$ cat src/rtl/posit_field_decode_pkg.sv
// Shared sizing helpers for the posit decode/encode datapath.
// The posit width N is at most MAX_N. Constants that depend on N are produced by functions.
package posit_pkg;

  localparam int MAX_N = 32;

  // Width of the signed scale: regime magnitude bits, exponent bits, sign bit.
  function automatic int scale_width(input int n, input int es);
    return $clog2(n - 1) + es + 1;
  endfunction

  // Fraction width without the hidden bit. This is the widest fraction any
  // operand can carry: sign, a 1-bit regime, the terminator and ES exponent
  // bits are always consumed.
  function automatic int frac_width(input int n, input int es);
    return n - es - 3;
  endfunction

  // Width needed to hold a regime run length of 1..n-1.
  function automatic int run_width(input int n);
    return $clog2(n);
  endfunction

  // NaR is a 1 in the MSB followed by all zeros. The result is right-aligned in MAX_N bits.
  function automatic logic [MAX_N-1:0] nar_pattern(input int n);
    return {{(MAX_N - 1){1'b0}}, 1'b1} << (n - 1);
  endfunction

endpackage

$ cat src/rtl/posit_field_decode_if.sv
// Operand-in / fields-out handshake bundle for the posit field decoder.
// The decoder uses the slave view. The producer and consumer together use the master view.
interface posit_field_decode_if
  import posit_pkg::*;
#(
  parameter int N  = 32,
  parameter int ES = 2
);

  localparam int SW = scale_width(N, ES);
  localparam int F  = frac_width(N, ES);

  logic          in_valid_i;
  logic          in_ready_o;
  logic [N-1:0]  posit_i;
  logic          out_valid_o;
  logic          out_ready_i;
  logic          sign_o;
  logic [SW-1:0] scale_o;
  logic [F-1:0]  frac_o;
  logic          zero_o;
  logic          nar_o;

  modport slave (
    input  in_valid_i, posit_i, out_ready_i,
    output in_ready_o, out_valid_o, sign_o, scale_o, frac_o, zero_o, nar_o
  );

  modport master (
    output in_valid_i, posit_i, out_ready_i,
    input  in_ready_o, out_valid_o, sign_o, scale_o, frac_o, zero_o, nar_o
  );

endinterface

$ cat src/rtl/posit_field_decode_run_counter.sv
// Leading-run counter for posit regimes. This block is purely combinational.
// It returns the value of the top bit (r0) and the length k of the run of
// bits equal to r0, counted from the MSB downward. A word made of one
// uniform run returns k = W. The future encoder will reuse this block.
module posit_run_counter #(
  parameter int W  = 31,
  parameter int KW = $clog2(W + 1)
) (
  input  logic [W-1:0]  bits_i,
  output logic          r0_o,
  output logic [KW-1:0] k_o
);

  // diff[i] is set where a bit differs from the MSB. The run ends at the highest such bit.
  logic [W-1:0] diff;

  generate
    for (genvar gi = 0; gi < W; gi++) begin : g_diff
      assign diff[gi] = bits_i[gi] ^ bits_i[W-1];
    end
  endgenerate

  assign r0_o = bits_i[W-1];

  // Priority scan from the LSB upward. The highest differing bit is written last, so it wins.
  always_comb begin
    k_o = KW'(W);
    for (int i = 0; i < W; i++) begin
      if (diff[i]) begin
        k_o = KW'(W - 1 - i);
      end
    end
  end

endmodule

$ cat src/rtl/posit_field_decode.sv
// Two-stage posit field decoder.
// Stage 1 captures the sign, the two's-complement magnitude and the zero/NaR flags.
// Stage 2 turns the magnitude into scale and fraction and drives the outputs.
// Each stage holds one operand. Either stage advances when the next stage is
// empty or is being drained in the same cycle.
module posit_field_decode
  import posit_pkg::*;
#(
  parameter int N  = 32,
  parameter int ES = 2
) (
  input  logic                clk_i,
  input  logic                rst_i,
  posit_field_decode_if.slave bus
);

  localparam int SW = scale_width(N, ES);
  localparam int F  = frac_width(N, ES);
  localparam int KW = run_width(N);
  // Bits left after the regime's first bit and its terminator: exponent followed by fraction.
  localparam int TW = N - 3;

  localparam logic [MAX_N-1:0] NAR_FULL = nar_pattern(N);
  localparam logic [N-1:0]     NAR_PAT  = NAR_FULL[N-1:0];

  // ---------------- handshake ----------------
  logic s1_valid_q, s1_valid_d;
  logic out_valid_q, out_valid_d;
  logic s2_advance;
  logic s1_load;
  logic in_ready;

  // Advance rules. in_ready depends combinationally on out_ready_i, so a full pipe can refill while it drains.
  always_comb begin
    s2_advance = s1_valid_q && (!out_valid_q || bus.out_ready_i);
    in_ready   = !s1_valid_q || s2_advance;
    s1_load    = bus.in_valid_i && in_ready;
  end

  // ---------------- stage 1 ----------------
  // Only abs[N-2:0] is kept. Bit N-1 of the magnitude is set only for NaR,
  // and NaR already has its own flag. The low N-1 bits of -x mod 2^N equal
  // -x[N-2:0] mod 2^(N-1).
  logic             s1_sign_q, s1_sign_d;
  logic [N-2:0]     s1_abs_q,  s1_abs_d;
  logic             s1_zero_q, s1_zero_d;
  logic             s1_nar_q,  s1_nar_d;
  logic [N-2:0]     neg_low;

  assign neg_low = {(N - 1){1'b0}} - bus.posit_i[N-2:0];

  // Capture a new operand on accept. Otherwise hold it, or drop it once it has moved into stage 2.
  always_comb begin
    s1_valid_d = s1_valid_q;
    s1_sign_d  = s1_sign_q;
    s1_abs_d   = s1_abs_q;
    s1_zero_d  = s1_zero_q;
    s1_nar_d   = s1_nar_q;
    if (s1_load) begin
      s1_valid_d = 1'b1;
      s1_sign_d  = bus.posit_i[N-1];
      s1_abs_d   = bus.posit_i[N-1] ? neg_low : bus.posit_i[N-2:0];
      s1_zero_d  = (bus.posit_i == '0);
      s1_nar_d   = (bus.posit_i == NAR_PAT);
    end else if (s2_advance) begin
      s1_valid_d = 1'b0;
    end
  end

  // ---------------- stage 2 decode ----------------
  logic          r0;
  logic [KW-1:0] k;
  logic [TW-1:0] tail;
  logic [SW-1:0] regime;
  logic [SW-1:0] exp_ext;
  logic [SW-1:0] scale_dec;
  logic [F-1:0]  frac_dec;

  posit_run_counter #(
    .W  (N - 1),
    .KW (KW)
  ) u_run_counter (
    .bits_i (s1_abs_q),
    .r0_o   (r0),
    .k_o    (k)
  );

  // Drop the run and its terminator. Shifting body[N-4:0] left by k-1 equals
  // shifting the full body left by k+1 and keeping the top N-3 bits. Bits
  // shifted in at the bottom are zero, and this supplies the zero padding for
  // a missing exponent or fraction.
  always_comb begin
    tail   = s1_abs_q[N-4:0] << (k - KW'(1));
    regime = r0 ? (SW'(k) - SW'(1)) : (SW'(0) - SW'(k));
  end

  generate
    if (ES > 0) begin : g_exp
      assign exp_ext = SW'(tail[TW-1 -: ES]);
    end else begin : g_no_exp
      assign exp_ext = '0;
    end
  endgenerate

  // The low ES bits of regime << ES are zero, so OR is the same as adding the exponent.
  always_comb begin
    scale_dec = (regime << ES) | exp_ext;
    frac_dec  = tail[F-1:0];
  end

  // ---------------- stage 2 / outputs ----------------
  logic          sign_q,  sign_d;
  logic [SW-1:0] scale_q, scale_d;
  logic [F-1:0]  frac_q,  frac_d;
  logic          zero_q,  zero_d;
  logic          nar_q,   nar_d;

  // Load the decoded fields when stage 1 advances. Otherwise hold, and clear valid once the consumer takes the fields.
  always_comb begin
    out_valid_d = out_valid_q && !bus.out_ready_i;
    sign_d      = sign_q;
    scale_d     = scale_q;
    frac_d      = frac_q;
    zero_d      = zero_q;
    nar_d       = nar_q;
    if (s2_advance) begin
      out_valid_d = 1'b1;
      sign_d      = s1_sign_q;
      zero_d      = s1_zero_q;
      nar_d       = s1_nar_q;
      if (s1_zero_q || s1_nar_q) begin
        scale_d = '0;
        frac_d  = '0;
      end else begin
        scale_d = scale_dec;
        frac_d  = frac_dec;
      end
    end
  end

  // State registers. Reset empties both stages and clears every output field.
  always_ff @(posedge clk_i) begin
    if (rst_i) begin
      s1_valid_q  <= 1'b0;
      s1_sign_q   <= 1'b0;
      s1_abs_q    <= '0;
      s1_zero_q   <= 1'b0;
      s1_nar_q    <= 1'b0;
      out_valid_q <= 1'b0;
      sign_q      <= 1'b0;
      scale_q     <= '0;
      frac_q      <= '0;
      zero_q      <= 1'b0;
      nar_q       <= 1'b0;
    end else begin
      s1_valid_q  <= s1_valid_d;
      s1_sign_q   <= s1_sign_d;
      s1_abs_q    <= s1_abs_d;
      s1_zero_q   <= s1_zero_d;
      s1_nar_q    <= s1_nar_d;
      out_valid_q <= out_valid_d;
      sign_q      <= sign_d;
      scale_q     <= scale_d;
      frac_q      <= frac_d;
      zero_q      <= zero_d;
      nar_q       <= nar_d;
    end
  end

  assign bus.in_ready_o  = in_ready;
  assign bus.out_valid_o = out_valid_q;
  assign bus.sign_o      = sign_q;
  assign bus.scale_o     = scale_q;
  assign bus.frac_o      = frac_q;
  assign bus.zero_o      = zero_q;
  assign bus.nar_o       = nar_q;

endmodule

$ cat src/flat_wrapper.sv
// flat-port wrapper written by rule: the top's interface ports become plain ports
module posit_field_decode_flat import posit_pkg::*;
#(
  parameter int N  = 32,
  parameter int ES = 2
)
  (clk_i, rst_i, bus_in_valid_i, bus_posit_i, bus_out_ready_i, bus_in_ready_o, bus_out_valid_o, bus_sign_o, bus_scale_o, bus_frac_o, bus_zero_o, bus_nar_o);
  posit_field_decode_if #(.N(N), .ES(ES)) bus_i ();
  input  logic clk_i;
  input  logic rst_i;
  input wire logic [$bits(bus_i.in_valid_i)-1:0] bus_in_valid_i;
  input wire logic [$bits(bus_i.posit_i)-1:0] bus_posit_i;
  input wire logic [$bits(bus_i.out_ready_i)-1:0] bus_out_ready_i;
  output wire logic [$bits(bus_i.in_ready_o)-1:0] bus_in_ready_o;
  output wire logic [$bits(bus_i.out_valid_o)-1:0] bus_out_valid_o;
  output wire logic [$bits(bus_i.sign_o)-1:0] bus_sign_o;
  output wire logic [$bits(bus_i.scale_o)-1:0] bus_scale_o;
  output wire logic [$bits(bus_i.frac_o)-1:0] bus_frac_o;
  output wire logic [$bits(bus_i.zero_o)-1:0] bus_zero_o;
  output wire logic [$bits(bus_i.nar_o)-1:0] bus_nar_o;
  assign bus_i.in_valid_i = bus_in_valid_i;
  assign bus_i.posit_i = bus_posit_i;
  assign bus_i.out_ready_i = bus_out_ready_i;
  assign bus_in_ready_o = bus_i.in_ready_o;
  assign bus_out_valid_o = bus_i.out_valid_o;
  assign bus_sign_o = bus_i.sign_o;
  assign bus_scale_o = bus_i.scale_o;
  assign bus_frac_o = bus_i.frac_o;
  assign bus_zero_o = bus_i.zero_o;
  assign bus_nar_o = bus_i.nar_o;
  posit_field_decode #(.N(N), .ES(ES)) u_core (.clk_i(clk_i), .rst_i(rst_i), .bus(bus_i));
endmodule
$ cat config.mk
export PLATFORM = sky130hd
export DESIGN_NAME = posit_field_decode_flat
export DESIGN_NICKNAME = d
export VERILOG_FILES = /design/src/rtl/posit_field_decode_pkg.sv /design/src/rtl/posit_field_decode_if.sv /design/src/rtl/posit_field_decode_run_counter.sv /design/src/rtl/posit_field_decode.sv /design/src/flat_wrapper.sv
export SDC_FILE = /design/constraint.sdc
export NUM_CORES = 1
export LEC_CHECK = 0
export BUFFER_PORTS_ARGS = -buffer_cell sky130_fd_sc_hd__buf_2
export CAP_MARGIN = 5
export CORE_UTILIZATION = 45
export CTS_BUF_LIST = sky130_fd_sc_hd__clkbuf_4 sky130_fd_sc_hd__clkbuf_8 sky130_fd_sc_hd__clkbuf_16
export DETAILED_ROUTE_END_ITERATION = 12
export PLACE_DENSITY = 0.73
export SLEW_MARGIN = 20
export SYNTH_ARGS = -nofsm -noshare
export SYNTH_HDL_FRONTEND = slang
export SYNTH_SLANG_ARGS = --single-unit
$ cat constraint.sdc
create_clock -name clk_i -period 4.6 [get_ports clk_i]
set_clock_uncertainty 0.05 [all_clocks]
set_input_delay 1.38 -clock clk_i [delete_from_list [all_inputs] [get_ports clk_i]]
set_output_delay 1.38 -clock clk_i [all_outputs]
set_load 0.05 [all_outputs]
# After elaboration in Yosys (flattened, before gate mapping)
# Index checks and enable logic that the tools add are counted.
# op_classes
n_addsub	4
eq_ne	1
n_shift	1
n_mux	37
n_bitwise	31
n_reduce_logical	11
# ops
operator	count
5-bit 2-to-1 mux	29
32-bit == test, second input constant	1
32-bit logical NOT	1
31-bit 2-to-1 mux	1
1-bit by 31-bit subtractor with 31-bit output, first input constant	1
1-bit XOR	30
29-bit by 5-bit << shifter with 29-bit output	1
27-bit 2-to-1 mux	1
8-bit 2-to-1 mux	1
8-bit by 2-bit OR with 8-bit output	1
6-bit 2-to-1 mux	1
1-bit by 5-bit subtractor with 6-bit output, first input constant	1
5-bit by 1-bit subtractor with 6-bit output, second input constant	1
5-bit by 1-bit subtractor with 5-bit output, second input constant	1
1-bit 2-to-1 mux	4
1-bit logical AND	3
1-bit logical NOT	3
1-bit logical OR	3
2-bit nonzero test	1
# word_totals
register_bits	74
inputBits	36
out_inout_bits	40
wordCells	96

# Depth between registers and ports, before layout
# Gate-level depths: netlist of run 1.
# depth
ltp_word	35
ltp_mapped	19
ltp_nobuf	14

# Cells and area by module
# Synthesis of run 1 repeated with hierarchy kept, for this count alone.
# unflattened
cells_unflattened	704
hier_area_um2	5699.2
# by_module_without_submodules
module	instances	cells_each	area_per_inst_um2	seq_area_each_um2
posit_field_decode	1	566	4917.2	1481.4
posit_run_counter	1	138	782.0	0.0

# Worst setup path after synthesis of run 1
# Ideal clock, no wire load.
# synth_timing
path_type	reg-to-reg
from	register u_core.s1_abs_q[17]
to	register u_core.frac_q[21], in the netlist u_core.bus.frac_o[21]
setup_time_ns	0.122
arrival_ns	4.253
required_time_ns	4.428
setup_slack_ns	0.175
stages_incl_launch_ff	17
n_path_buf	6
period_less_slack_ns	4.425
path_cell_list	dfxtp_1 > buf_2 > or3_1 > o41a_1 > a211oi_1 > nor2_1 > nand2_1 > buf_2 > buf_2 > ha_1 > buf_1 > xor2_4 > buf_6 > buf_4 > nand2_1 > mux4_2 > a221o_1
# synth_between
elab_chain_len	17
# synth_lines
item	line_no	rtl
start, declared	posit_field_decode.sv:45	logic [N-2:0] s1_abs_q, s1_abs_d;
start signal, assigned	posit_field_decode.sv:158	s1_abs_q <= s1_abs_d;
1-bit XOR	posit_field_decode_run_counter.sv:19	assign diff[gi] = bits_i[gi] ^ bits_i[W-1];
5-bit 2-to-1 mux (13 in series)	posit_field_decode_run_counter.sv:29	if (diff[i]) begin
5-bit by 1-bit subtractor with 5-bit output	posit_field_decode.sv:93	tail = s1_abs_q[N-4:0] << (k - KW'(1));
29-bit by 5-bit << shifter with 29-bit output *	posit_field_decode.sv:93	
27-bit 2-to-1 mux *	posit_field_decode.sv:131	if (s1_zero_q || s1_nar_q) begin
end signal, assigned	posit_field_decode.sv:164	frac_q <= frac_d;
end, declared	posit_field_decode.sv:114	logic [F-1:0] frac_q, frac_d;
# Every way passes the cells marked *; elsewhere a longest branch is shown, timed or not.
# A chain may end at the register's enable or synchronous reset.

# Worst setup path in the final report of run 1
# layout_timing
from	register u_core.s1_abs_q[30]
to	register u_core.frac_q[19], in the netlist u_core.bus.frac_o[19]
# layout_between
elab_chain_len	34
word_cells_on_any_way	63
classes_between	1 x add/sub; 1 x shift; 31 x mux; 30 x bitwise
# layout_lines
item	line_no
1-bit XOR	posit_field_decode_run_counter.sv:19
1-bit 2-to-1 mux	posit_field_decode_run_counter.sv:29
5-bit 2-to-1 mux (28 in series)	posit_field_decode_run_counter.sv:29
5-bit 2-to-1 mux *	posit_field_decode_run_counter.sv:29
5-bit by 1-bit subtractor with 5-bit output *	posit_field_decode.sv:93
29-bit by 5-bit << shifter with 29-bit output *	posit_field_decode.sv:93
27-bit 2-to-1 mux *	posit_field_decode.sv:131
# Marks and branches as above.

==> results of run 1 <==
[tightest hold or removal path, cell delays in order, from the launching register on]
cell	delay (ns)
dfxtp_1	0.32
nand2_1	0.04
o21ai_0	0.05
[worst paths after layout]
kind | startpoint | end | slack [ns] | cells after the start
worst max-delay path | u_core.s1_abs_q[30] | u_core.bus.frac_o[19] | 0.29 | 14
worst min register to register | u_core.bus.frac_o[9] | u_core.bus.frac_o[9] | 0.40 | 2
worst min-delay path | u_core.bus.frac_o[9] | u_core.bus.frac_o[9] | 0.40 | 2
worst max register to register | u_core.s1_abs_q[30] | u_core.bus.frac_o[19] | 0.29 | 14
[synthesized netlist by cell type, types with 12 or more instances]
cell      count  area, µm²
o31ai_1      14      105.1
nor3_1       13      65.06
nand3_1      27      135.1
nor2b_1      12      75.07
a211oi_1     39      292.8
nand2_1      80      300.3
clkbuf_1     56      210.2
a21oi_1      35      175.2
inv_1        18      67.56
a221oi_1     17      148.9
xor2_1       28      245.2
buf_2        13      65.06
mux2i_1      27      270.3
nor2_1       85      319.1
a22oi_1      21      157.7
and2_1       16      100.1
mux2_2       14      157.7
nand2b_1     14      87.58
or3_1        19      118.9
dfxtp_1      74       1481
o21ai_0      36      180.2
[final cells by class]
cell class              instances  area, µm²
clock buffers                  10      232.7
well taps                     180      225.2
inverters                      22      82.58
clock inverters                 6      65.06
repair buffers                110      638.1
multi-input cells             675       4633
fillers                      1377       6684
flip-flops and latches         74       1481
[per-layer routing]
layer | vias to the layer above | wire [µm] | track usage
met4 | 0 | 646 | 0.1197
met2 | 342 | 8818 | 0.4070
met3 | 43 | 1581 | 0.04740
li1 | 3302 | - | -
met5 | - | 0 | 0
met1 | 3156 | 8398 | 0.3567
[flip-flops by register name (all words and copies together), names as in the netlist]
name / count
u_core.bus.frac_o: 27
u_core.bus.nar_o: 1
u_core.bus.out_valid_o: 1
u_core.bus.scale_o: 8
u_core.bus.sign_o: 1
u_core.bus.zero_o: 1
u_core.s1_abs_q: 31
u_core.s1_nar_q: 1
u_core.s1_sign_q: 1
u_core.s1_valid_q: 1
u_core.s1_zero_q: 1
[stage by stage]
stage	power [W]	util	setup WS [ns]	hold WS, ns
floorplan	0.001956	-	0.1749	0.3857
global placement	0.002331	0.5028	0.06134	0.3819
detailed placement	0.002343	0.5028	0.06242	0.3837
CTS	0.003072	0.5240	0.2591	0.3972
global route	0.003260	0.5240	0.01720	0.4217
finish	0.003092	0.5240	0.2894	0.3959
[kinds of logic after synthesis]
family          synth area share
compound gates            0.3159
buf+inv                  0.06613
mux                       0.1135
xor+xnor                 0.05084
simple gates              0.2234
flops                     0.2263
fa+ha+maj               0.003822
[where the power goes]
group,leakage [nW],total [W],internal (W),switching [W]
clock,0.146,0.000726,0.000427,0.000299
combinational,2.13,0.00158,0.000610,0.000970
sequential,0.608,0.000785,0.000706,0.0000796
total,2.89,0.00309,0.00174,0.00135
==> metrics.txt, run 1 <==
Achievable Freq=232.0 MHz; postcts setup bufs=0; setup TNS=0 ns; Crit path arrival time=4.53 ns; routed len/inst=18.05 µm; largest fanout on the critical path=18; Finished Cell Area=0.007358 mm²; Clk pin slew, worst setup/hold paths=0.06 ns; Worst-Skew Late Latency=0.36 ns; Peak VDD IR=0.2243 mV; Finished Layout Cells=1077; final hold vios=0; Clock Tree Root=clkbuf_16; commonest non-fill, non-tap cell in the layout=nor2_1; H-tree depth=3; syn_area_per_cell=7.692 µm²; crit-path cells=buf_4, nand3_1, a31o_2, a32o_1, a21oi_1, buf_4, nor3_1, o22a_1, ha_1, xor2_4, buf_4, mux2_2, mux4_2, a211oi_1; slowest CP cell=dfxtp_1; CP Class=flip-flop to flip-flop; # nets final=930; # diodes=0; CP max stage delay=0.53 ns; Post-synth top flop=dfxtp_1; global-route wire length before repair=31010 µm; TritonRoute pass-1 iters=6; Seq/Total Area, Yosys=0.2263; Syn Nets=889; final count of negative-setup-slack endpoints=0; Startpoint Class=flip-flop; Post-synth EDFFs=0; Slew Limit Fails=0; Initial Utilization=0.4662; worst hold path class=flip-flop to flip-flop; DRT iter0 DRCs=790; worst rel slew slack=0.3289; RSZ-0062 raised after global routing=false; Tcrit/Tclk final=0.9371; leakage power=2.886 nW; total gr overflow=0; drc violations=0; initial antenna violation count=0; cell count after synthesis=851; Power per Cell Area=420.2 mW/mm²; Max-Cap Viols=0; CTS tree=built; HPWL after DPL=14540 µm; Post-CTS Resized=0; synth unique cells=85; Vias/cell=6.354; layout cells sized above 1=0.1918; Syn Std Cell Area=0.006546 mm²; Worst setup EP type=flip-flop; CTS Sinks=74; Die ar.=0.01503 mm²; num rows=43; Die Wd=122.6 µm; most used cell, CP=buf_4; die height=122.6 µm; I/O pins=76; Synth Register Bits=74; fraction of registers with async set/reset=0; Detail Route Antenna Nets=0; min Tclk post-route=4.311 ns; vias in the first global route=6054; crit-path leading delay family=compound AO/OA/AOI/OAI gates; total number of vias=6843; outcome=finished clean; largest net degree at the start of global routing=63; most frequent cells in the layout=nor2_1, nand2_1, buf_2; CP Buf/Inv Count=3; synth warn=0; dpl cells=1061; worst-margin pin slew=1.007 ns; Final Wtd Congestion=0.9891; All-Layer GR Usage=0.2640; WL final=19440 µm; # hold bufs at CTS=0; Port Buf Inserts=75; worst path required time=4.82 ns; Area Growth Syn to Fin=12.40%; area of the core=0.01404 mm²; Num CTS Buffers=9; clk buf depth=2; dpl cell area=0.007061 mm²
Power figures use the tool's default switching activity.
==> run 2: changes to the inputs <==
--- a/config.mk
+++ b/config.mk
@@ -10,6 +10,7 @@
 export CORE_UTILIZATION = 45
 export CTS_BUF_LIST = sky130_fd_sc_hd__clkbuf_4 sky130_fd_sc_hd__clkbuf_8 sky130_fd_sc_hd__clkbuf_16
 export DETAILED_ROUTE_END_ITERATION = 12
+export MAX_ROUTING_LAYER = met4
 export PLACE_DENSITY = 0.73
 export SLEW_MARGIN = 20
 export SYNTH_ARGS = -nofsm -noshare
==> run 2 against run 1 <==
Largest power group unchanged. Critical path depth unchanged. Power rose by 1.1%. Sequential share of layout area is 0.065 points lower. Die area stayed put. Global-route usage rose by 1.2 points. Via count is 0.54% lower. Wire length increased by 0.91%.
==> metrics.txt, run 2 (synthesis results as in run 1) <==
Power per Cell Area=423.7 mW/mm²; layout cells sized above 1=0.1890; Area Growth Syn to Fin=12.77%; CTS Sinks=74; Worst setup EP type=flip-flop; worst hold path class=flip-flop to flip-flop; final count of negative-setup-slack endpoints=0; Port Buf Inserts=75; Clock Tree Root=clkbuf_16; Vias/cell=6.337; # nets final=927; initial antenna violation count=0; leakage power=2.881 nW; total gr overflow=0; global-route wire length before repair=31400 µm; most used cell, CP=buf_12; Stages on worst setup path=14; crit-path cells=buf_12, or3_1, o41a_1, a211oi_1, nor2_1, nand2_1, ha_1, buf_4, xor2_4, buf_12, mux4_1, mux2_2, a22oi_1, a41oi_1; Die ar.=0.01503 mm²; Initial Utilization=0.4662; reg2reg start=u_core.s1_abs_q[30]; Peak VDD IR=0.2070 mV; DRT iter0 DRCs=986; setup TNS=0 ns; All-Layer GR Usage=0.2757; worst setup path startpoint=u_core.s1_abs_q[30]; min Tclk post-route=4.322 ns; CP Buf/Inv Count=3; worst path required time=4.75 ns; crit-path leading delay family=compound AO/OA/AOI/OAI gates; CP Class=flip-flop to flip-flop; commonest non-fill, non-tap cell in the layout=nor2_1; Detail Route Antenna Nets=0; largest net degree at the start of global routing=64; Clk pin slew, worst setup/hold paths=0.07 ns; Die Wd=122.6 µm; RSZ-0062 raised after global routing=false; outcome=finished clean; routed len/inst=18.27 µm; RR Endpoint=u_core.bus.frac_o[26]; Slew Limit Fails=0; Final Wtd Congestion=0.9514; CP max stage delay=0.61 ns; drc violations=0; Max-Cap Viols=0; max FFs per register=31; TritonRoute pass-1 iters=6; vias in the first global route=5876; HPWL after DPL=14570 µm; worst rel slew slack=0.3295; Achievable Freq=231.4 MHz; Crit path arrival time=4.47 ns; num rows=43; total number of vias=6806; WL final=19620 µm; Worst R2R Path Depth=14; r2r setup slk=0.28 ns; H-tree depth=3; die height=122.6 µm; Worst setup endpoint=u_core.bus.frac_o[26]; Startpoint Class=flip-flop; clk buf depth=2; worst-margin pin slew=1.006 ns; final hold vios=0; I/O pins=76; dpl cell area=0.007063 mm²; CTS tree=built; Tcrit/Tclk final=0.9396; largest fanout on the critical path=50; Worst-Skew Late Latency=0.36 ns; Reg with most FFs=u_core.s1_abs_q; area of the core=0.01404 mm²; Finished Cell Area=0.007382 mm²; Num CTS Buffers=9; Hold Crit Start=u_core.bus.frac_o[11]; most frequent cells in the layout=nor2_1, nand2_1, buf_2; # diodes=0; slowest CP cell=mux4_1
## run 2: cell types whose count changed in the layout (fill, tap and decap cells not counted)
| cell | delta |
|---|---|
| buf_12 | +2 |
| buf_4 | -5 |
| clkbuf_4 | -1 |
| clkinv_2 | -2 |
| clkinv_4 | -1 |
| clkinvlp_4 | +1 |
| inv_6 | +2 |
| inv_8 | +1 |
| xnor2_2 | -1 |
| xnor2_4 | +1 |
## run 2: worst min path at each step
stage,end,slack (ns),depth (start not counted)
after floorplan,u_core.s1_sign_q,0.39,2
after global placement,u_core.bus.frac_o[9],0.38,2
after detailed placement,u_core.bus.frac_o[12],0.38,2
after CTS,u_core.bus.frac_o[11],0.40,2
after global routing,u_core.bus.frac_o[11],0.42,2
final,u_core.bus.frac_o[11],0.39,2
## run 2: cell type report
| type | instances | area, µm² |
|---|---|---|
| timing repair buffer | 107 | 640.6 |
| inverter | 22 | 82.58 |
| fill | 1383 | 6660 |
| sequential | 74 | 1481 |
| clock inverter | 7 | 82.58 |
| tap | 180 | 225.2 |
| multi-input combinational | 675 | 4644 |
| clock buffer | 9 | 225.2 |
## run 2: power by group
group / leakage [nW] / internal (W) / switching (W)
clock: 0.145 / 0.000430 / 0.000319
combinational: 2.13 / 0.000613 / 0.000979
sequential: 0.608 / 0.000705 / 0.0000807
total: 2.88 / 0.00175 / 0.00138
## run 2: metal layers
metal	vias up	wire length, µm	global-route usage
met5	-	0	-
met4	0	470	0.09680
met3	36	1510	0.05297
met2	295	8803	0.4059
met1	3180	8835	0.3739
li1	3295	-	-
## run 2: metrics by stage
| step | hold slack (ns) | worst slack, ns | utilization | power [W] | cells |
|---|---|---|---|---|---|
| finish | 0.3939 | 0.2779 | 0.5257 | 0.003128 | 1074 |
| global route | 0.4241 | 0.08933 | 0.5257 | 0.003287 | 1074 |
| CTS | 0.3988 | 0.2267 | 0.5249 | 0.003107 | 1074 |
| floorplan | 0.3857 | 0.1749 | - | 0.001956 | 851 |
| global placement | 0.3818 | 0.07390 | 0.5030 | 0.002343 | 1058 |
| detailed placement | 0.3846 | 0.01016 | 0.5030 | 0.002354 | 1058 |
## run 2: repair_timing
item / 4_1_cts / 5_1_grt
setup endpoints to repair: 0 / 2
resized for setup: 0 / 1
buffers inserted: 0 / 0
hold buffers: 0 / 0
## run 2: worst reg2reg max path, cell delays in order (launching register included)
cell	delay (ns)
dfxtp_1	0.34
buf_12	0.19
or3_1	0.44
o41a_1	0.43
a211oi_1	0.40
nor2_1	0.11
nand2_1	0.12
ha_1	0.28
buf_4	0.19
xor2_4	0.16
buf_12	0.22
mux4_1	0.61
mux2_2	0.33
a22oi_1	0.17
a41oi_1	0.13
==> run 3: changes to the inputs <==
--- a/config.mk
+++ b/config.mk
@@ -12,6 +12,7 @@
 export DETAILED_ROUTE_END_ITERATION = 12
 export MAX_ROUTING_LAYER = met4
 export PLACE_DENSITY = 0.73
+export REMOVE_ABC_BUFFERS = 1
 export SLEW_MARGIN = 20
 export SYNTH_ARGS = -nofsm -noshare
 export SYNTH_HDL_FRONTEND = slang
==> run 3 against run 2 <==
Clock power rose by 10%. Setup slack improved by 0.021 ns. Final cell count rose by 0.28%. Highest routed layer unchanged. Cell area is 0.49% higher. Maximum frequency grew 0.49%. Combinational power about the same. Wire length down 1.1%. Core utilization grew 0.26 points. Die area did not move. Sequential power hardly changed.
==> metrics.txt, run 3 (synthesis results as in run 1) <==
Max-Cap Viols=0; Clk pin slew, worst setup/hold paths=0.06 ns; # hold bufs at CTS=0; Final Wtd Congestion=0.9743; global-route wire length before repair=30980 µm; Peak VDD IR=0.2185 mV; HPWL after DPL=14620 µm; Power per Cell Area=427.6 mW/mm²; final hold vios=0; Worst setup endpoint=u_core.bus.frac_o[19]; Slew Limit Fails=0; clk buf depth=2; worst setup path startpoint=u_core.s1_abs_q[30]; WL final=19400 µm; Place WS=0.009009 ns; Initial Utilization=0.4662; Achievable Freq=232.5 MHz; Hold Crit Start=u_core.bus.frac_o[15]; Vias/cell=6.310; commonest non-fill, non-tap cell in the layout=nor2_1; Num CTS Buffers=9; Power Total=0.003172 W; Post-CTS Resized=0; # diodes=0; final count of negative-setup-slack endpoints=0; worst rel slew slack=0.3246; worst hold path class=flip-flop to flip-flop; Tcrit/Tclk final=0.9350; largest net degree at the start of global routing=63; RSZ-0062 raised after global routing=false; TritonRoute pass-1 iters=5; most frequent cells in the layout=nor2_1, nand2_1, buf_2; area of the core=0.01404 mm²; layout cells sized above 1=0.1918; H-tree depth=3; drc violations=0; Worst R2R Path Depth=14; r2r setup slk=0.30 ns; Startpoint Class=flip-flop; slack of the critical path=0.2990 ns; largest fanout on the critical path=20; DRT iter0 DRCs=776; leakage power=2.915 nW; die height=122.6 µm; Area Growth Syn to Fin=13.32%; max FFs per register=31; initial antenna violation count=0; total number of vias=6796; routed len/inst=18.01 µm; Detail Route Antenna Nets=0; I/O pins=76; Worst setup EP type=flip-flop; worst path required time=4.81 ns; min Tclk post-route=4.301 ns; All-Layer GR Usage=0.2722; total gr overflow=0; postcts setup bufs=0; dpl cells=1061; reg2reg start=u_core.s1_abs_q[30]; outcome=finished clean; Worst-Skew Late Latency=0.35 ns; RR Endpoint=u_core.bus.frac_o[19]; Port Buf Inserts=75; # nets final=930; Finished Layout Cells=1077; num rows=43; Clock Tree Root=clkbuf_16; worst-margin pin slew=1.013 ns; CTS tree=built; Die ar.=0.01503 mm²; CP Class=flip-flop to flip-flop; vias in the first global route=5896; CTS Sinks=74; Crit path arrival time=4.51 ns; Reg with most FFs=u_core.s1_abs_q; Die Wd=122.6 µm
-- run 3: area by class of cell --
| cell class | instances | area (µm²) |
|---|---|---|
| Fill cell | 1397 | 6624 |
| Timing Repair Buffer | 110 | 650.6 |
| Multi-Input combinational cell | 675 | 4633 |
| Inverter | 22 | 82.58 |
| Clock buffer | 10 | 232.7 |
| Sequential cell | 74 | 1481 |
| Tap cell | 180 | 225.2 |
| Clock inverter | 6 | 112.6 |
-- run 3: per-stage QoR --
step / hold slack [ns] / util / setup TNS, ns / instance area, µm²
5_1_grt: 0.4202 / 0.5283 / 0 / 7418
6_report: 0.4006 / 0.5283 / 0 / 7418
4_1_cts: 0.4060 / 0.5283 / 0 / 7418
2_1_floorplan: 0.3796 / - / -15.25 / 6196
3_5_place_dp: 0.3918 / 0.5037 / 0 / 7073
3_3_place_gp: 0.3826 / 0.5037 / 0 / 7073
-- run 3: routing by layer --
| metal | GRT usage | vias up | routed length [µm] |
|---|---|---|---|
| met5 | - | - | 0 |
| met4 | 0.1090 | 0 | 608 |
| met3 | 0.04322 | 38 | 1279 |
| met2 | 0.4055 | 273 | 8542 |
| met1 | 0.3660 | 3181 | 8964 |
| li1 | - | 3304 | - |
-- run 3: worst max-delay path, cell delays in order (launching register included) --
cell and delay (ns):
dfxtp_1 0.46, buf_12 0.23, or3_1 0.41, o22ai_1 0.21, o211ai_1 0.13, a21oi_1 0.16, buf_4 0.16, nor3_1 0.06
o22a_1 0.24, ha_1 0.31, xor2_4 0.45, buf_4 0.25, mux2_2 0.34, mux4_2 0.52, a211oi_1 0.24
-- run 3: worst min-delay path by stage --
stage,end,slack (ns),cells after the start
6_report,u_core.bus.frac_o[15],0.40,2
5_1_grt,u_core.bus.frac_o[12],0.42,2
4_1_cts,u_core.bus.frac_o[12],0.41,2
3_5_place_dp,u_core.bus.frac_o[12],0.39,2
3_3_place_gp,u_core.bus.frac_o[9],0.38,2
2_1_floorplan,u_core.s1_sign_q,0.38,2
-- run 3: where the power goes --
group | switching (W) | leakage, nW | internal (W) | total, W
Clock | 0.000289 | 0.170 | 0.000538 | 0.000827
Combinational | 0.000951 | 2.14 | 0.000605 | 0.00156
Sequential | 0.0000836 | 0.608 | 0.000706 | 0.000789
Total | 0.00132 | 2.92 | 0.00185 | 0.00317
